<file path="src/rtl/axi_lite_pkg.sv">
// Shared response codes, read-FSM state encoding and a constant clog2 helper
// for the AXI4-Lite to local-bus bridge.
package axi_lite_pkg;

  localparam logic [1:0] RESP_OKAY   = 2'b00;
  localparam logic [1:0] RESP_SLVERR = 2'b10;
  localparam logic [1:0] RESP_DECERR = 2'b11;

  typedef enum logic [1:0] {
    RD_IDLE = 2'd0,
    RD_REQ  = 2'd1,
    RD_WAIT = 2'd2,
    RD_RESP = 2'd3
  } rd_state_t;

  function automatic int unsigned clog2(input int unsigned v);
    int unsigned r;
    r = 0;
    for (int unsigned i = 0; i < 32; i++) begin
      if ((64'd1 << i) < 64'(v)) r = i + 1;
    end
    return r;
  endfunction

endpackage

</file>
<file path="src/rtl/axi_lite_rd_fsm.sv">
// Read side of the bridge: AR acceptance, local read strobe, bounded wait for
// read data with SLVERR on timeout, and the R channel response register.
module axi_lite_rd_fsm
  import axi_lite_pkg::*;
#(
  parameter int unsigned DW      = 32,
  parameter int unsigned WIN     = 12,
  parameter int unsigned TIMEOUT = 255
) (
  input  logic           clk,
  input  logic           rst_n,
  input  logic           arvalid,
  output logic           arready,
  input  logic           ar_in_win,
  input  logic [WIN-1:0] ar_offset,
  output logic [DW-1:0]  rdata,
  output logic [1:0]     rresp,
  output logic           rvalid,
  input  logic           rready,
  output logic           rd_req,
  output logic [WIN-1:0] rd_addr,
  input  logic [DW-1:0]  rd_data,
  input  logic           rd_dval
);

  localparam int unsigned TW  = clog2(TIMEOUT + 1);
  localparam logic [TW-1:0] TMO = TW'(TIMEOUT);

  rd_state_t     state, state_n;
  logic [TW-1:0] timer;
  logic          ar_hs;
  logic          timer_done;

  assign ar_hs      = arvalid && arready;
  assign timer_done = (timer + 1'b1) == TMO;
  assign rd_req     = (state == RD_REQ);
  assign rvalid     = (state == RD_RESP);

  always_comb begin
    state_n = state;
    unique case (state)
      RD_IDLE: if (ar_hs) state_n = ar_in_win ? RD_REQ : RD_RESP;
      RD_REQ:  state_n = RD_WAIT;
      RD_WAIT: if (rd_dval || timer_done) state_n = RD_RESP;
      RD_RESP: if (rready) state_n = RD_IDLE;
      default: state_n = RD_IDLE;
    endcase
  end

  always_ff @(posedge clk or negedge rst_n) begin
    if (!rst_n) begin
      state   <= RD_IDLE;
      arready <= 1'b0;
      timer   <= '0;
      rdata   <= '0;
      rresp   <= RESP_OKAY;
      rd_addr <= '0;
    end else begin
      state   <= state_n;
      arready <= (state_n == RD_IDLE);
      unique case (state)
        RD_IDLE: begin
          if (ar_hs) begin
            rd_addr <= ar_offset;
            if (!ar_in_win) begin
              rdata <= '0;
              rresp <= RESP_DECERR;
            end
          end
        end
        RD_REQ: timer <= '0;
        RD_WAIT: begin
          // data arriving on the expiry cycle takes priority over the timeout
          if (!timer_done) timer <= timer + 1'b1;
          if (rd_dval) begin
            rdata <= rd_data;
            rresp <= RESP_OKAY;
          end else if (timer_done) begin
            rdata <= '0;
            rresp <= RESP_SLVERR;
          end
        end
        default: ;
      endcase
    end
  end

endmodule

</file>
<file path="src/rtl/axi_lite_lbus_bridge.sv">
// AXI4-Lite slave to local-bus bridge: independent AW/W holders, window decode
// with DECERR, one-cycle local write strobe; reads handled by axi_lite_rd_fsm.
module axi_lite_lbus_bridge
  import axi_lite_pkg::*;
#(
  parameter int unsigned C_S_AXI_DATA_WIDTH = 32,
  parameter int unsigned C_S_AXI_ADDR_WIDTH = 32,
  parameter logic [C_S_AXI_ADDR_WIDTH-1:0] C_BASE_ADDR = '0,
  parameter int unsigned C_WIN_BITS   = 12,
  parameter int unsigned C_RD_TIMEOUT = 255
) (
  input  logic                            S_AXI_ACLK,
  input  logic                            S_AXI_ARESETN,
  input  logic [C_S_AXI_ADDR_WIDTH-1:0]   S_AXI_AWADDR,
  input  logic [2:0]                      S_AXI_AWPROT,
  input  logic                            S_AXI_AWVALID,
  output logic                            S_AXI_AWREADY,
  input  logic [C_S_AXI_DATA_WIDTH-1:0]   S_AXI_WDATA,
  input  logic [C_S_AXI_DATA_WIDTH/8-1:0] S_AXI_WSTRB,
  input  logic                            S_AXI_WVALID,
  output logic                            S_AXI_WREADY,
  output logic [1:0]                      S_AXI_BRESP,
  output logic                            S_AXI_BVALID,
  input  logic                            S_AXI_BREADY,
  input  logic [C_S_AXI_ADDR_WIDTH-1:0]   S_AXI_ARADDR,
  input  logic [2:0]                      S_AXI_ARPROT,
  input  logic                            S_AXI_ARVALID,
  output logic                            S_AXI_ARREADY,
  output logic [C_S_AXI_DATA_WIDTH-1:0]   S_AXI_RDATA,
  output logic [1:0]                      S_AXI_RRESP,
  output logic                            S_AXI_RVALID,
  input  logic                            S_AXI_RREADY,
  output logic                            o_wr_req,
  output logic [C_WIN_BITS-1:0]           o_wr_addr,
  output logic [C_S_AXI_DATA_WIDTH-1:0]   o_wr_data,
  output logic [C_S_AXI_DATA_WIDTH/8-1:0] o_wr_strb,
  output logic                            o_rd_req,
  output logic [C_WIN_BITS-1:0]           o_rd_addr,
  input  logic [C_S_AXI_DATA_WIDTH-1:0]   i_rd_data,
  input  logic                            i_rd_dval
);

  localparam int unsigned DW       = C_S_AXI_DATA_WIDTH;
  localparam int unsigned AW       = C_S_AXI_ADDR_WIDTH;
  localparam int unsigned SW       = DW / 8;
  localparam int unsigned ADDR_LSB = clog2(SW);
  localparam logic [C_WIN_BITS-1:0] OFS_MASK =
    {{(C_WIN_BITS - ADDR_LSB){1'b1}}, {ADDR_LSB{1'b0}}};
  localparam logic [AW-C_WIN_BITS-1:0] BASE_HI = C_BASE_ADDR[AW-1:C_WIN_BITS];

  logic          aw_full, aw_full_n;
  logic          w_full, w_full_n;
  logic          bvalid_n;
  logic [AW-1:0] aw_addr_q;
  logic [DW-1:0] w_data_q;
  logic [SW-1:0] w_strb_q;
  logic          aw_hs, w_hs, wr_fire, aw_in_win;
  logic          unused_prot;

  assign unused_prot = ^{S_AXI_AWPROT, S_AXI_ARPROT};

  assign aw_hs     = S_AXI_AWVALID && S_AXI_AWREADY;
  assign w_hs      = S_AXI_WVALID && S_AXI_WREADY;
  assign wr_fire   = aw_full && w_full && !S_AXI_BVALID;
  assign aw_in_win = (aw_addr_q[AW-1:C_WIN_BITS] == BASE_HI);

  // ready flags are registered copies of "holder empty and no B pending",
  // so they can never be high while the matching holder is occupied
  always_comb begin
    aw_full_n = aw_full;
    w_full_n  = w_full;
    bvalid_n  = S_AXI_BVALID;
    if (aw_hs) aw_full_n = 1'b1;
    if (w_hs)  w_full_n  = 1'b1;
    if (wr_fire) begin
      aw_full_n = 1'b0;
      w_full_n  = 1'b0;
      bvalid_n  = 1'b1;
    end else if (S_AXI_BVALID && S_AXI_BREADY) begin
      bvalid_n = 1'b0;
    end
  end

  always_ff @(posedge S_AXI_ACLK or negedge S_AXI_ARESETN) begin
    if (!S_AXI_ARESETN) begin
      aw_full       <= 1'b0;
      w_full        <= 1'b0;
      S_AXI_BVALID  <= 1'b0;
      S_AXI_BRESP   <= RESP_OKAY;
      S_AXI_AWREADY <= 1'b0;
      S_AXI_WREADY  <= 1'b0;
      aw_addr_q     <= '0;
      w_data_q      <= '0;
      w_strb_q      <= '0;
      o_wr_req      <= 1'b0;
      o_wr_addr     <= '0;
      o_wr_data     <= '0;
      o_wr_strb     <= '0;
    end else begin
      aw_full       <= aw_full_n;
      w_full        <= w_full_n;
      S_AXI_BVALID  <= bvalid_n;
      S_AXI_AWREADY <= !aw_full_n && !bvalid_n;
      S_AXI_WREADY  <= !w_full_n && !bvalid_n;
      o_wr_req      <= wr_fire && aw_in_win && (|w_strb_q);
      if (aw_hs) aw_addr_q <= S_AXI_AWADDR;
      if (w_hs) begin
        w_data_q <= S_AXI_WDATA;
        w_strb_q <= S_AXI_WSTRB;
      end
      if (wr_fire) begin
        S_AXI_BRESP <= aw_in_win ? RESP_OKAY : RESP_DECERR;
        o_wr_addr   <= aw_addr_q[C_WIN_BITS-1:0] & OFS_MASK;
        o_wr_data   <= w_data_q;
        o_wr_strb   <= w_strb_q;
      end
    end
  end

  axi_lite_rd_fsm #(
    .DW      (DW),
    .WIN     (C_WIN_BITS),
    .TIMEOUT (C_RD_TIMEOUT)
  ) u_rd_fsm (
    .clk       (S_AXI_ACLK),
    .rst_n     (S_AXI_ARESETN),
    .arvalid   (S_AXI_ARVALID),
    .arready   (S_AXI_ARREADY),
    .ar_in_win (S_AXI_ARADDR[AW-1:C_WIN_BITS] == BASE_HI),
    .ar_offset (S_AXI_ARADDR[C_WIN_BITS-1:0] & OFS_MASK),
    .rdata     (S_AXI_RDATA),
    .rresp     (S_AXI_RRESP),
    .rvalid    (S_AXI_RVALID),
    .rready    (S_AXI_RREADY),
    .rd_req    (o_rd_req),
    .rd_addr   (o_rd_addr),
    .rd_data   (i_rd_data),
    .rd_dval   (i_rd_dval)
  );

endmodule

</file>
<file path="config.mk">
export PLATFORM = sky130hd
export DESIGN_NAME = axi_lite_lbus_bridge
export DESIGN_NICKNAME = d
export VERILOG_FILES = /design/src/rtl/axi_lite_pkg.sv /design/src/rtl/axi_lite_rd_fsm.sv /design/src/rtl/axi_lite_lbus_bridge.sv
export SDC_FILE = /design/constraint.sdc
export NUM_CORES = 1
export LEC_CHECK = 0
export ABC_AREA = 1
export CORE_ASPECT_RATIO = 0.6
export CORE_MARGIN = 3
export CORE_UTILIZATION = 35
export CTS_BUF_LIST = sky130_fd_sc_hd__clkbuf_4 sky130_fd_sc_hd__clkbuf_8
export DETAILED_ROUTE_END_ITERATION = 10
export GPL_ROUTABILITY_DRIVEN = 0
export PLACE_DENSITY = 0.68
export SKIP_LAST_GASP = 1
export SLEW_MARGIN = 20
export SYNTH_ARGS = -nofsm -noshare
export SYNTH_HDL_FRONTEND = slang
export SYNTH_HIERARCHICAL = 1
export SYNTH_SLANG_ARGS = --single-unit
</file>
<file path="constraint.sdc">
create_clock -name S_AXI_ACLK -period 1.7 [get_ports S_AXI_ACLK]
set_clock_uncertainty 0.1 [all_clocks]
set_input_delay 0.425 -clock S_AXI_ACLK [delete_from_list [all_inputs] [get_ports S_AXI_ACLK]]
set_output_delay 0.425 -clock S_AXI_ACLK [all_outputs]
set_load 0.005 [all_outputs]
</file>
=== Yosys cells after proc, flatten, opt, wreduce, memory -nomap -nowiden ===
Cells that the tools add are included.

* Add/sub/neg operators: 1
* Multiplexer cells: 24
* Eq/ne operators: 8
* Reduce and logical (&&, ||, !) cells: 25

{| class="wikitable"
|+ Operators by type and width
! cell !! number
|-
| 32-bit two-way mux || 4
|-
| 32-bit one-hot mux with 2 select lines || 1
|-
| 20-bit zero test || 2
|-
| 2-bit two-way mux || 9
|-
| 8-bit one-hot mux with 2 select lines || 1
|-
| 1-bit logical AND || 10
|-
| 8-bit by 1-bit adder with 8-bit output, second input constant || 1
|-
| 8-bit == test, second input constant || 1
|-
| 8-bit two-way mux || 1
|-
| 2-bit one-hot mux with 4 select lines || 1
|-
| 1-bit two-way mux || 6
|-
| 2-bit == test, second input constant || 2
|-
| 1-bit zero test || 4
|-
| 2-bit zero test || 2
|-
| 2-bit inequality test, second input constant || 2
|-
| 2-bit one-hot mux with 2 select lines || 1
|-
| 2-bit AND reduction || 2
|-
| 4-bit AND reduction || 1
|-
| 2-bit nonzero test || 2
|-
| 4-bit OR reduction || 1
|-
| 3-bit by 2-bit inequality test with 1-bit output, second input constant || 1
|-
| 2-bit by 1-bit == test with 1-bit output, second input constant || 1
|-
| 2-bit by 1-bit inequality test with 1-bit output, second input constant || 1
|-
| 1-bit logical OR || 1
|}

* Register bits after elaboration: 177
* Output and inout bits: 103

=== Logic depth before layout (Yosys ltp) ===
* Depth after elaboration: 6
* Gate-level depth with buffers: 12
* Depth with buffers taken out: 11

=== Cells and area by module ===
The synthesis kept the hierarchy.

{| class="wikitable"
|+ Modules (own cells, without submodules)
! module !! instances !! cells each !! area each (µm²)
|-
| axi_lite_lbus_bridge || 1 || 488 || 4551.9
|-
| axi_lite_rd_fsm || 1 || 289 || 2421.1
|}

=== Least setup slack after synthesis ===
No wires, ideal clock.

* Path type: register -> register
* Start point: register u_rd_fsm.timer[0]
* End point: register u_rd_fsm.rdata[0]
* Required time: 1484 ps
* Setup time: 116 ps
* Clock period less this slack: 1800 ps
* Arrival time: 1583 ps
* Cell stages (with the launch flop): 13
* Path slack: -100 ps
* Path through: dfrtp_1 > ha_1 > nand2_1 > inv_1 > nor2_1 > nand3_1 > nor2_1 > nand4_1 > nand2_2 > nand2_4 > buf_6 > nand2_1 > nand2_1

* Longest elaborated chain between the ends: 4

{| class="wikitable"
|+ RTL lines
! element !! RTL line !! RTL
|-
| start: declaration || axi_lite_rd_fsm.sv:30 || <nowiki>logic [TW-1:0] timer;</nowiki>
|-
| start signal: assignment || axi_lite_rd_fsm.sv:74 || <nowiki>if (!timer_done) timer <= timer + 1'b1;</nowiki>
|-
| 8-bit by 1-bit adder with 8-bit output || axi_lite_rd_fsm.sv:35 || <nowiki>assign timer_done = (timer + 1'b1) == TMO;</nowiki>
|-
| 8-bit == test || axi_lite_rd_fsm.sv:35 ||
|-
| 3-bit by 2-bit inequality test with 1-bit output (no line) || - ||
|-
| 4-bit AND reduction (no line) || - ||
|-
| end signal: assignment || axi_lite_rd_fsm.sv:76 || <nowiki>rdata <= rd_data;</nowiki>
|-
| end: declaration || axi_lite_rd_fsm.sv:16 || <nowiki>output logic [DW-1:0] rdata,</nowiki>
|}

Every way passes these cells.
A chain may end at the register's enable or synchronous reset.

=== Worst setup path in the final report ===
* Start point: register u_rd_fsm.timer[0]
* End point: register u_rd_fsm.rdata[8]

Same word-level chain as after synthesis.

==> qor.yml <==
outcome:
  status: "finished with violations"
  failed_checks: "negative setup slack"
global_route:
  grt_pass1_wl_microns: 30700
  track_usage: 0.178
  grt_max_degree: 43
  antenna_found_initial: 1
  grt_pass1_vias: 5932
  grt.overflow.total: 0
pwr:
  p_per_area_mw_per_mm2: 1550
  power.total_mw: 16.8
  p_leak_nw: 5.44
  peakVddDrop_mv: 0.577
layout:
  fill_cells: 1733
  layout_commonest_cell: "nand2_1"
  post-route-util: 0.564
  antenna_cells: 0
  nets: 1254
  layout_common_cells: "nand2_1, dfrtp_1, clkdlybuf4s50_1"
  syn_to_final_growth_pct: 55.8
  drive_above_1_share: 0.157
clocking:
  clk_path_buf_depth: 2
  ctsHtreeMaxLevel: 4
  root_buffer: "clkbuf_8"
  cts.sinks: 176
  clkTransAtPathRegs_ps: 110
  tritoncts: "done"
  cts_made_buffers: 17
  clk_latency_ps: 450
die:
  initial_core_util: 0.362
  ios: 249
  die_h_microns: 115
  die_w_microns: 188
  die_area_sq_mm: 0.0217
  fp-row-count: 39
  core_area_sq_mm: 0.0193
sta:
  rsz0062_at_grt: "true"
  tns_ps: -6380
  hold_viol: 0
  period_needed_ps: 1900
  holdWs_ps: 328
  timing.final.crit_share: 1.12
  setup_viol_count_final: 44
  timing.final.ws_setup_ps: -196
  final_max_slew_viol_count: 0
  fmax_mhz: 528
logic_synthesis:
  syn-instance-count: 777
  ys_types: 24
  yosysSeqAreaShare: 0.632
  syn_area_sq_mm: 0.00697
  ys_ff_latch: 176
  avgSynthCellArea_sq_um: 8.97
  yosys_warnings: 6
route:
  vias: 6129
  drt_iter0_markers: 404
  ant_nets: 0
  wl_per_cell_microns: 14.1
  finalWirelength_microns: 19500
  route.detailed.drc: 0
  first_pass_iters: 5
  viasPerCell: 4.43
hold_path:
  min_path_type: "in -> async"
critical_path:
  worstSetupPathType: "reg -> reg"
  reg2regPathDepth: 12
  end_kind: "flip-flop"
  crit_arrival_ps: 2130
  path_max_fanout: 22
  cp-start-kind: "flip-flop"
  worstPathRequired_ps: 1940
place:
  dp_slack_ps: -379
  dp_hpwl_microns: 13600
  io_buffers: 236
job:
  cap_violations: 0
[metal layers]
| layer | GRT usage | part of all wire |
|---|---|---|
| met1 | 0.260 | 0.49 |
| met4 | 0.0440 | 0.0077 |
| met5 | 0 | 0.00036 |
| met2 | 0.258 | 0.42 |
| met3 | 0.0551 | 0.076 |
[critical path, stage by stage (launching register included)]
cell and delay (ps):
dfrtp_1 420, ha_4 200, nand2_2 70, inv_1 50, nor2_2 120, nand3_2 90, nor2_2 110, nand4_1 150
nand2_2 140, nand2_4 80, buf_12 160, nand2_1 60, nand2_1 50
[path summary, 6_finish.rpt]
kind | startpoint | endpoint | slack (ps)
worst min register to register | u_rd_fsm/rdata[16]$_DFFE_PN0P_ | u_rd_fsm/rdata[16]$_DFFE_PN0P_ | 370
worst min-delay path | S_AXI_ARESETN | w_data_q[3]$_DFFE_PN0P_ | 330
worst max register to register | u_rd_fsm/timer[0]$_DFFE_PN0P_ | u_rd_fsm/rdata[8]$_DFFE_PN0P_ | -200
min in group S_AXI_ACLK | u_rd_fsm/rdata[16]$_DFFE_PN0P_ | u_rd_fsm/rdata[16]$_DFFE_PN0P_ | 370
max in group asynchronous | S_AXI_ARESETN | u_rd_fsm/timer[2]$_DFFE_PN0P_ | 600
worst max-delay path | u_rd_fsm/timer[0]$_DFFE_PN0P_ | u_rd_fsm/rdata[8]$_DFFE_PN0P_ | -200
[final cells by class]
class	instances	area [sq um]	share of cell area
inverters	69	264	0.0243
clock buffers	18	241	0.0222
flip-flops and latches	176	4410	0.406
clock inverters	14	160	0.0147
well taps	266	333	0.0306
multi-input cells	501	2240	0.206
repair buffers	341	3220	0.296
[per-stage QoR]
| step | area [sq um] | instances |
|---|---|---|
| floorplan | 6990 | 780 |
| global placement | 9940 | 1292 |
| detailed placement | 9940 | 1292 |
| CTS | 10500 | 1359 |
| global route | 10900 | 1385 |
| finish | 10900 | 1385 |
[cells by family (layout without fill, tap and decap cells)]
family	Yosys count	count (layout)	synth area share
AOI/OAI and AO/OA	106	106	0.0768
DFF	176	176	0.632
buffers and inverters	104	442	0.0671
adders and majority gates	2	2	0.00359
other	1	4	0.000538
and+or+nand+nor	388	389	0.220
[cell usage after synthesis]
| cell type | number | share of area |
|---|---|---|
| a21oi_1 | 1 | 0.00072 |
| nand2_1 | 317 | 0.17 |
| nand2_2 | 6 | 0.0054 |
| buf_2 | 8 | 0.0057 |
| inv_2 | 1 | 0.00054 |
| o21ai_1 | 12 | 0.0086 |
| nand2_4 | 1 | 0.0016 |
| clkbuf_1 | 16 | 0.0086 |
| nor4_1 | 1 | 0.00090 |
| buf_4 | 4 | 0.0043 |
| nor3_1 | 2 | 0.0014 |
| o211ai_1 | 1 | 0.0011 |
| o21bai_1 | 1 | 0.0011 |
| nand3_1 | 21 | 0.015 |
| o21ai_0 | 91 | 0.065 |
| ha_1 | 2 | 0.0036 |
| nand4_1 | 5 | 0.0045 |
| nor2_1 | 31 | 0.017 |
| conb_1 | 1 | 0.00054 |
| nand3_2 | 1 | 0.0014 |
| buf_6 | 7 | 0.011 |
| nor2_2 | 3 | 0.0027 |
| dfrtp_1 | 176 | 0.63 |
| inv_1 | 68 | 0.037 |
[power by group]
group	switching (mW)	leakage (nW)	internal (mW)
sequential	0.909	2.20	6.04
combinational	3.40	3.04	3.59
clock	1.77	0.206	1.14
total	6.07	5.44	10.8
[registers in the layout (all words and copies together) (netlist names), 2 cells and up]
register / count
u_rd_fsm/state: 2
u_rd_fsm/rresp: 2
u_rd_fsm/rdata: 32
u_rd_fsm/timer: 8
w_strb_q: 4
w_data_q: 32
o_wr_data: 32
u_rd_fsm/rd_addr: 12
o_wr_addr: 10
aw_addr_q: 30
o_wr_strb: 4
[repair_timing]
| action | in CTS | in global routing |
|---|---|---|
| pin swaps | 7 | 11 |
| endpoints found under the hold margin | 28 | 0 |
| hold buffers | 1 | 0 |
| endpoints found under the setup margin | 143 | 95 |
| resized for setup | 125 | 64 |
| setup buffers | 33 | 27 |
| cloned | 1 | 0 |
Power figures use the tool's default switching activity.
